[config.mk]
export PLATFORM = sky130hd
export DESIGN_NAME = reg_file_128x16_flat
export DESIGN_NICKNAME = d
export VERILOG_FILES = /design/src/rtl/reg_file_128x16_pkg.sv /design/src/rtl/reg_file_128x16_if.sv /design/src/rtl/reg_file_128x16_reg_word.sv /design/src/rtl/reg_file_128x16.sv /design/src/flat_wrapper.sv
export SDC_FILE = /design/constraint.sdc
export NUM_CORES = 2
export LEC_CHECK = 0
export CAP_MARGIN = 20
export CORE_ASPECT_RATIO = 2
export CORE_MARGIN = 2
export CORE_UTILIZATION = 58
export DETAILED_ROUTE_END_ITERATION = 6
export MAX_ROUTING_LAYER = met4
export PLACE_DENSITY = 0.77
export SETUP_SLACK_MARGIN = 0.3
export SYNTH_ARGS = -nofsm -noshare
export SYNTH_HDL_FRONTEND = slang
export SYNTH_HIERARCHICAL = 1
export SYNTH_SLANG_ARGS = --single-unit
[constraint.sdc]
create_clock -name clk -period 4.1 [get_ports clk]
set_input_delay 0.82 -clock clk [delete_from_list [all_inputs] [get_ports clk]]
set_output_delay 0.82 -clock clk [all_outputs]
set_load 0.02 [all_outputs]
[src/rtl/reg_file_128x16_pkg.sv]
// Shared constants, write-mode type and command decode for the 128x16 register file.
package reg_file_pkg;

   localparam int unsigned DATA_W = 16;
   localparam int unsigned ADDR_W = 7;
   localparam int unsigned DEPTH  = 1 << ADDR_W;
   localparam int unsigned LANE_W = DATA_W / 2;
   localparam int unsigned CMD_W  = ADDR_W + 2;

   typedef enum logic [1:0] {
      WR_FULL = 2'b00,
      WR_LO   = 2'b01,
      WR_HI   = 2'b10,
      WR_NONE = 2'b11
   } wr_mode_e;

   typedef struct packed {
      wr_mode_e            mode;
      logic [ADDR_W-1:0]   idx;
   } wr_cmd_t;

   // Split the command word into write mode (upper two bits) and register index.
   function automatic wr_cmd_t split_cmd(input logic [CMD_W-1:0] cmd);
      wr_cmd_t r;
      r.mode = wr_mode_e'(cmd[CMD_W-1 -: 2]);
      r.idx  = cmd[ADDR_W-1:0];
      return r;
   endfunction

endpackage

[src/rtl/reg_file_128x16_if.sv]
// Write-command / read-index bus of the register file.
interface reg_file_128x16_if;
   import reg_file_pkg::*;

   logic [DATA_W-1:0] Data_In;
   logic [CMD_W-1:0]  Addr_In;
   logic [ADDR_W-1:0] Addr_Out;
   logic [DATA_W-1:0] Data_Out;

   modport master (output Data_In, output Addr_In, output Addr_Out, input  Data_Out);
   modport slave  (input  Data_In, input  Addr_In, input  Addr_Out, output Data_Out);

endinterface

[src/rtl/reg_file_128x16_reg_word.sv]
// One DATA_W register with async reset and independent low/high byte-lane enables.
module reg_word
   import reg_file_pkg::*;
(
   input  logic              clk,
   input  logic              rst,
   input  logic              i_we_lo,
   input  logic              i_we_hi,
   input  logic [DATA_W-1:0] i_d,
   output logic [DATA_W-1:0] o_q
);

   logic [DATA_W-1:0] r_q;

   // Byte-lane update; reset clears the word immediately.
   always_ff @(posedge clk or posedge rst) begin
      if (rst) begin
         r_q <= '0;
      end else begin
         if (i_we_lo) r_q[LANE_W-1:0]      <= i_d[LANE_W-1:0];
         if (i_we_hi) r_q[DATA_W-1:LANE_W] <= i_d[DATA_W-1:LANE_W];
      end
   end

   assign o_q = r_q;

endmodule

[src/rtl/reg_file_128x16.sv]
// 128x16 register file: one byte-lane write port, one asynchronous read port.
// Optional macro REG_FILE_BYPASS_EN forwards a same-index write to Data_Out before the edge.
module reg_file_128x16
   import reg_file_pkg::*;
(
   input  logic                clk,
   input  logic                rst,
   reg_file_128x16_if.slave    bus
);

   wr_cmd_t           w_cmd;
   logic [DEPTH-1:0]  w_we_lo;
   logic [DEPTH-1:0]  w_we_hi;
   logic [DATA_W-1:0] w_q [DEPTH];
   logic [DATA_W-1:0] w_rd;

   assign w_cmd = split_cmd(bus.Addr_In);

   // Index/mode decode into per-word byte-lane enables.
   always_comb begin
      w_we_lo = '0;
      w_we_hi = '0;
      if ((w_cmd.mode == WR_FULL) || (w_cmd.mode == WR_LO)) w_we_lo[w_cmd.idx] = 1'b1;
      if ((w_cmd.mode == WR_FULL) || (w_cmd.mode == WR_HI)) w_we_hi[w_cmd.idx] = 1'b1;
   end

   for (genvar i = 0; i < int'(DEPTH); i++) begin : g_word
      reg_word u_word (
         .clk     (clk),
         .rst     (rst),
         .i_we_lo (w_we_lo[i]),
         .i_we_hi (w_we_hi[i]),
         .i_d     (bus.Data_In),
         .o_q     (w_q[i])
      );
   end

   assign w_rd = w_q[bus.Addr_Out];

`ifdef REG_FILE_BYPASS_EN
   logic [DATA_W-1:0] w_merged;

   // Forward the post-write value when the write index matches the read index.
   always_comb begin
      w_merged = w_rd;
      if (w_we_lo[bus.Addr_Out]) w_merged[LANE_W-1:0]      = bus.Data_In[LANE_W-1:0];
      if (w_we_hi[bus.Addr_Out]) w_merged[DATA_W-1:LANE_W] = bus.Data_In[DATA_W-1:LANE_W];
      if (rst)                   w_merged = '0;
   end

   assign bus.Data_Out = w_merged;
`else
   assign bus.Data_Out = w_rd;
`endif

endmodule

[src/flat_wrapper.sv]
// flat-port wrapper written by rule: the top's interface ports become plain ports
module reg_file_128x16_flat import reg_file_pkg::*;
  (clk, rst, bus_Data_In, bus_Addr_In, bus_Addr_Out, bus_Data_Out);
  reg_file_128x16_if bus_i ();
  input  logic clk;
  input  logic rst;
  input wire logic [$bits(bus_i.Data_In)-1:0] bus_Data_In;
  input wire logic [$bits(bus_i.Addr_In)-1:0] bus_Addr_In;
  input wire logic [$bits(bus_i.Addr_Out)-1:0] bus_Addr_Out;
  output wire logic [$bits(bus_i.Data_Out)-1:0] bus_Data_Out;
  assign bus_i.Data_In = bus_Data_In;
  assign bus_i.Addr_In = bus_Addr_In;
  assign bus_i.Addr_Out = bus_Addr_Out;
  assign bus_Data_Out = bus_i.Data_Out;
  reg_file_128x16 u_core (.clk(clk), .rst(rst), .bus(bus_i));
endmodule
==> impl_metrics.env <==
export IMPL_placedCellCount=8102
export IMPL_firstDrtPassIters=6
export IMPL_synth_area_sq_um=103000
export IMPL_report_final_slew_viol_count=0
export IMPL_layout_nets=6091
export IMPL_largest_register_ffs=2048
export IMPL_fmax_ghz=0.215
export IMPL_drc_errors=0
export IMPL_io_buffers=49
export IMPL_hold_viol_final=0
export IMPL_highest_layer="met4"
export IMPL_r2r_start="u_core/g_word[6].u_word/o_q[12]"
export IMPL_grt_pass1_wl_um=455000
export IMPL_clk_pin_slew_ns=0.07
export IMPL_dieArea_sq_um=181000
export IMPL_peakVddDrop_uv=558
export IMPL_cts_buffers=180
export IMPL_grt_ovfl_total=0
export IMPL_failed_checks="setup timing"
export IMPL_syn_area_per_cell_sq_um=18.2
export IMPL_power_per_cell_area_nw_per_um2=413
export IMPL_setup_violations=16
export IMPL_initial_utilization=0.583
export IMPL_synthCells=5652
export IMPL_antenna_found_initial=15
export IMPL_pin_count=50
export IMPL_total_power_mw=47.5
export IMPL_fin_ws_ns=-0.547
export IMPL_crit_path_end_kind="output port"
export IMPL_clk_path_buf_depth=4
export IMPL_ys_flop_type="dfrtp_1"
export IMPL_drt_met1_wl_um=100000
export IMPL_yosysWarnings=6
export IMPL_relSlewSlack=0.208
export IMPL_via_per_inst=6.57
export IMPL_coreArea_sq_um=176000
export IMPL_met3_wirelength_um=15700
export IMPL_die_h_um=599
export IMPL_grt_max_degree=129
export IMPL_utilization=0.654
export IMPL_p_leak_nw=53.4
export IMPL_h_tree_depth=4
export IMPL_post_drt_wl_per_cell_um=36.6
export IMPL_clkSinkCount=2048
export IMPL_synth_area_leader_cell="dfrtp_1"
export IMPL_grt_pass1_vias=62700
export IMPL_status="finished, violations left"
export IMPL_hp_class="in -> async"
export IMPL_cp_arrival_ns=3.83
export IMPL_dp_hpwl_um=218000
export IMPL_path_class="in -> out"
export IMPL_drv_cap=0
export IMPL_startpoint="bus_Addr_Out[0]"
export IMPL_vias=55900
export IMPL_start_kind="primary input"
export IMPL_clockRootBuffer="clkbuf_16"
export IMPL_required_ns=3.28
export IMPL_synth_cell_type_count=15
export IMPL_yosysTopAreaCellShare=0.499
export IMPL_gp_congestion=0.969
export IMPL_synth_fp_nets=5686
export IMPL_rsz0062_at_grt="yes"
export IMPL_cp_max_fo=6
export IMPL_rows=218
export IMPL_area_delta_synth_final_pct=12.1
export IMPL_synth_edf_count=0
export IMPL_ant_nets=0
export IMPL_route_met2_wl_um=161000
export IMPL_finalNonFillerCells=8514
export IMPL_die_x_um=301
export IMPL_grtUsageTotal=0.361
export IMPL_tritoncts="done"
export IMPL_clock_skew_ns=0
export IMPL_fin_crit_ns=4.65
export IMPL_ys_seq_elements=2048
export IMPL_synth_area_leaders="dfrtp_1 50%, mux2_4 30%, mux4_2 15%"
export IMPL_clk_latency_ns=0.83
export IMPL_yosys_top_cells_count="2048 x dfrtp_1, 2048 x mux2_4, 672 x mux4_2, 261 x nor2_1, 256 x buf_6"
export IMPL_worst_slew_pin_slew_ns=1.19
export IMPL_period_share=1.13
export IMPL_drt_wl_total_um=312000
export IMPL_layout_drive_gt1_share=0.593
export IMPL_drtIter0Drc=4909
export IMPL_synthArstFlopShare=1.00
export IMPL_synth_seq_area_share=0.499
==> cells in the final DEF, fill, tap and decap left out, drive strengths merged <==
master         synthesis  routed
nor2                 261     261
clkdlybuf4s50          0      10
clkinv                 0      32
nand2                 21      21
mux2                2064    2064
dfrtp               2048    2048
diode                  0      17
bufinv                 0      16
clkbuf               101     251
nand3                 10      10
clkinvlp               0      14
nor2b                  8       8
bufbuf                 0       3
buf                  338     646
nand4                  1       1
mux4                 672     672
inv                  128     130
==> final cells by class <==
type | count | area (sq um)
clock buffer | 248 | 5100
sequential | 2048 | 51200
clock inverter | 64 | 786
multi-input combinational | 3037 | 47300
inverter | 128 | 480
antenna | 17 | 42.5
fill | 11500 | 60900
tap | 2310 | 2890
timing repair buffer | 662 | 7160
==> path summary, 6_finish.rpt <==
| kind | cells past startpoint | slack, ns | endpoint |
|---|---|---|---|
| worst max-delay path | 12 | -0.55 | bus_Data_Out[15] |
| max in group asynchronous | 3 | 2.26 | u_core/g_word[79].u_word/o_q[15] |
| worst min-delay path | 2 | 0.36 | u_core/g_word[46].u_word/o_q[7] |
| worst max register to register | 1 | 3.21 | u_core/g_word[6].u_word/o_q[12] |
| min in group clk | 1 | 0.51 | u_core/g_word[94].u_word/o_q[3] |
| worst min register to register | 1 | 0.51 | u_core/g_word[94].u_word/o_q[3] |
==> power breakdown <==
part	switching [mW]	internal, mW
clock	7.93	9.73
combinational	2.98	3.83
sequential	1.22	21.9
==> layer usage <==
layer,GRT usage,vias to the layer above
met1,0.365,30400
met2,0.605,2681
met5,-,-
met3,0.0533,1219
li1,-,21600
met4,0.322,0
==> worst max-delay path: stages <==
cell and delay, ns:
buf_16 0.11, buf_16 0.17, buf_12 0.14, buf_12 0.10
buf_16 0.11, buf_12 0.13, buf_6 0.10, mux4_2 0.54
mux4_2 0.51, mux4_2 0.56, mux2_4 0.35, buf_6 0.15
==> kinds of logic (layout without fill, tap and decap cells) <==
| logic type | after synthesis | count (layout) | synth area share |
|---|---|---|---|
| buf+inv | 567 | 1102 | 0.0403 |
| flops | 2048 | 2048 | 0.499 |
| mux | 2736 | 2736 | 0.449 |
| other cells | 0 | 17 | 0 |
| simple gates | 301 | 301 | 0.0114 |
==> through the flow <==
| step | setup TNS (ns) | instance area [sq um] | setup slack, ns | hold WS, ns |
|---|---|---|---|---|
| after floorplan | 0 | 103000 | 0.285 | 0.476 |
| after CTS | -6.66 | 114000 | -0.467 | 0.507 |
| after detailed placement | -12.74 | 107000 | -0.948 | 0.487 |
| after global placement | -12.54 | 107000 | -0.921 | 0.489 |
| final | -7.92 | 115000 | -0.547 | 0.358 |
| after global routing | -7.80 | 115000 | -0.549 | 0.382 |
==> repair_timing <==
action / in CTS / in global routing
gates cloned: 13 / 3
setup endpoints to repair: 16 / 16
hold buffers: 0 / 0
gates resized for setup: 127 / 22
buffers inserted: 47 / 13
Note: power is estimated with default switching activity, not from simulation.
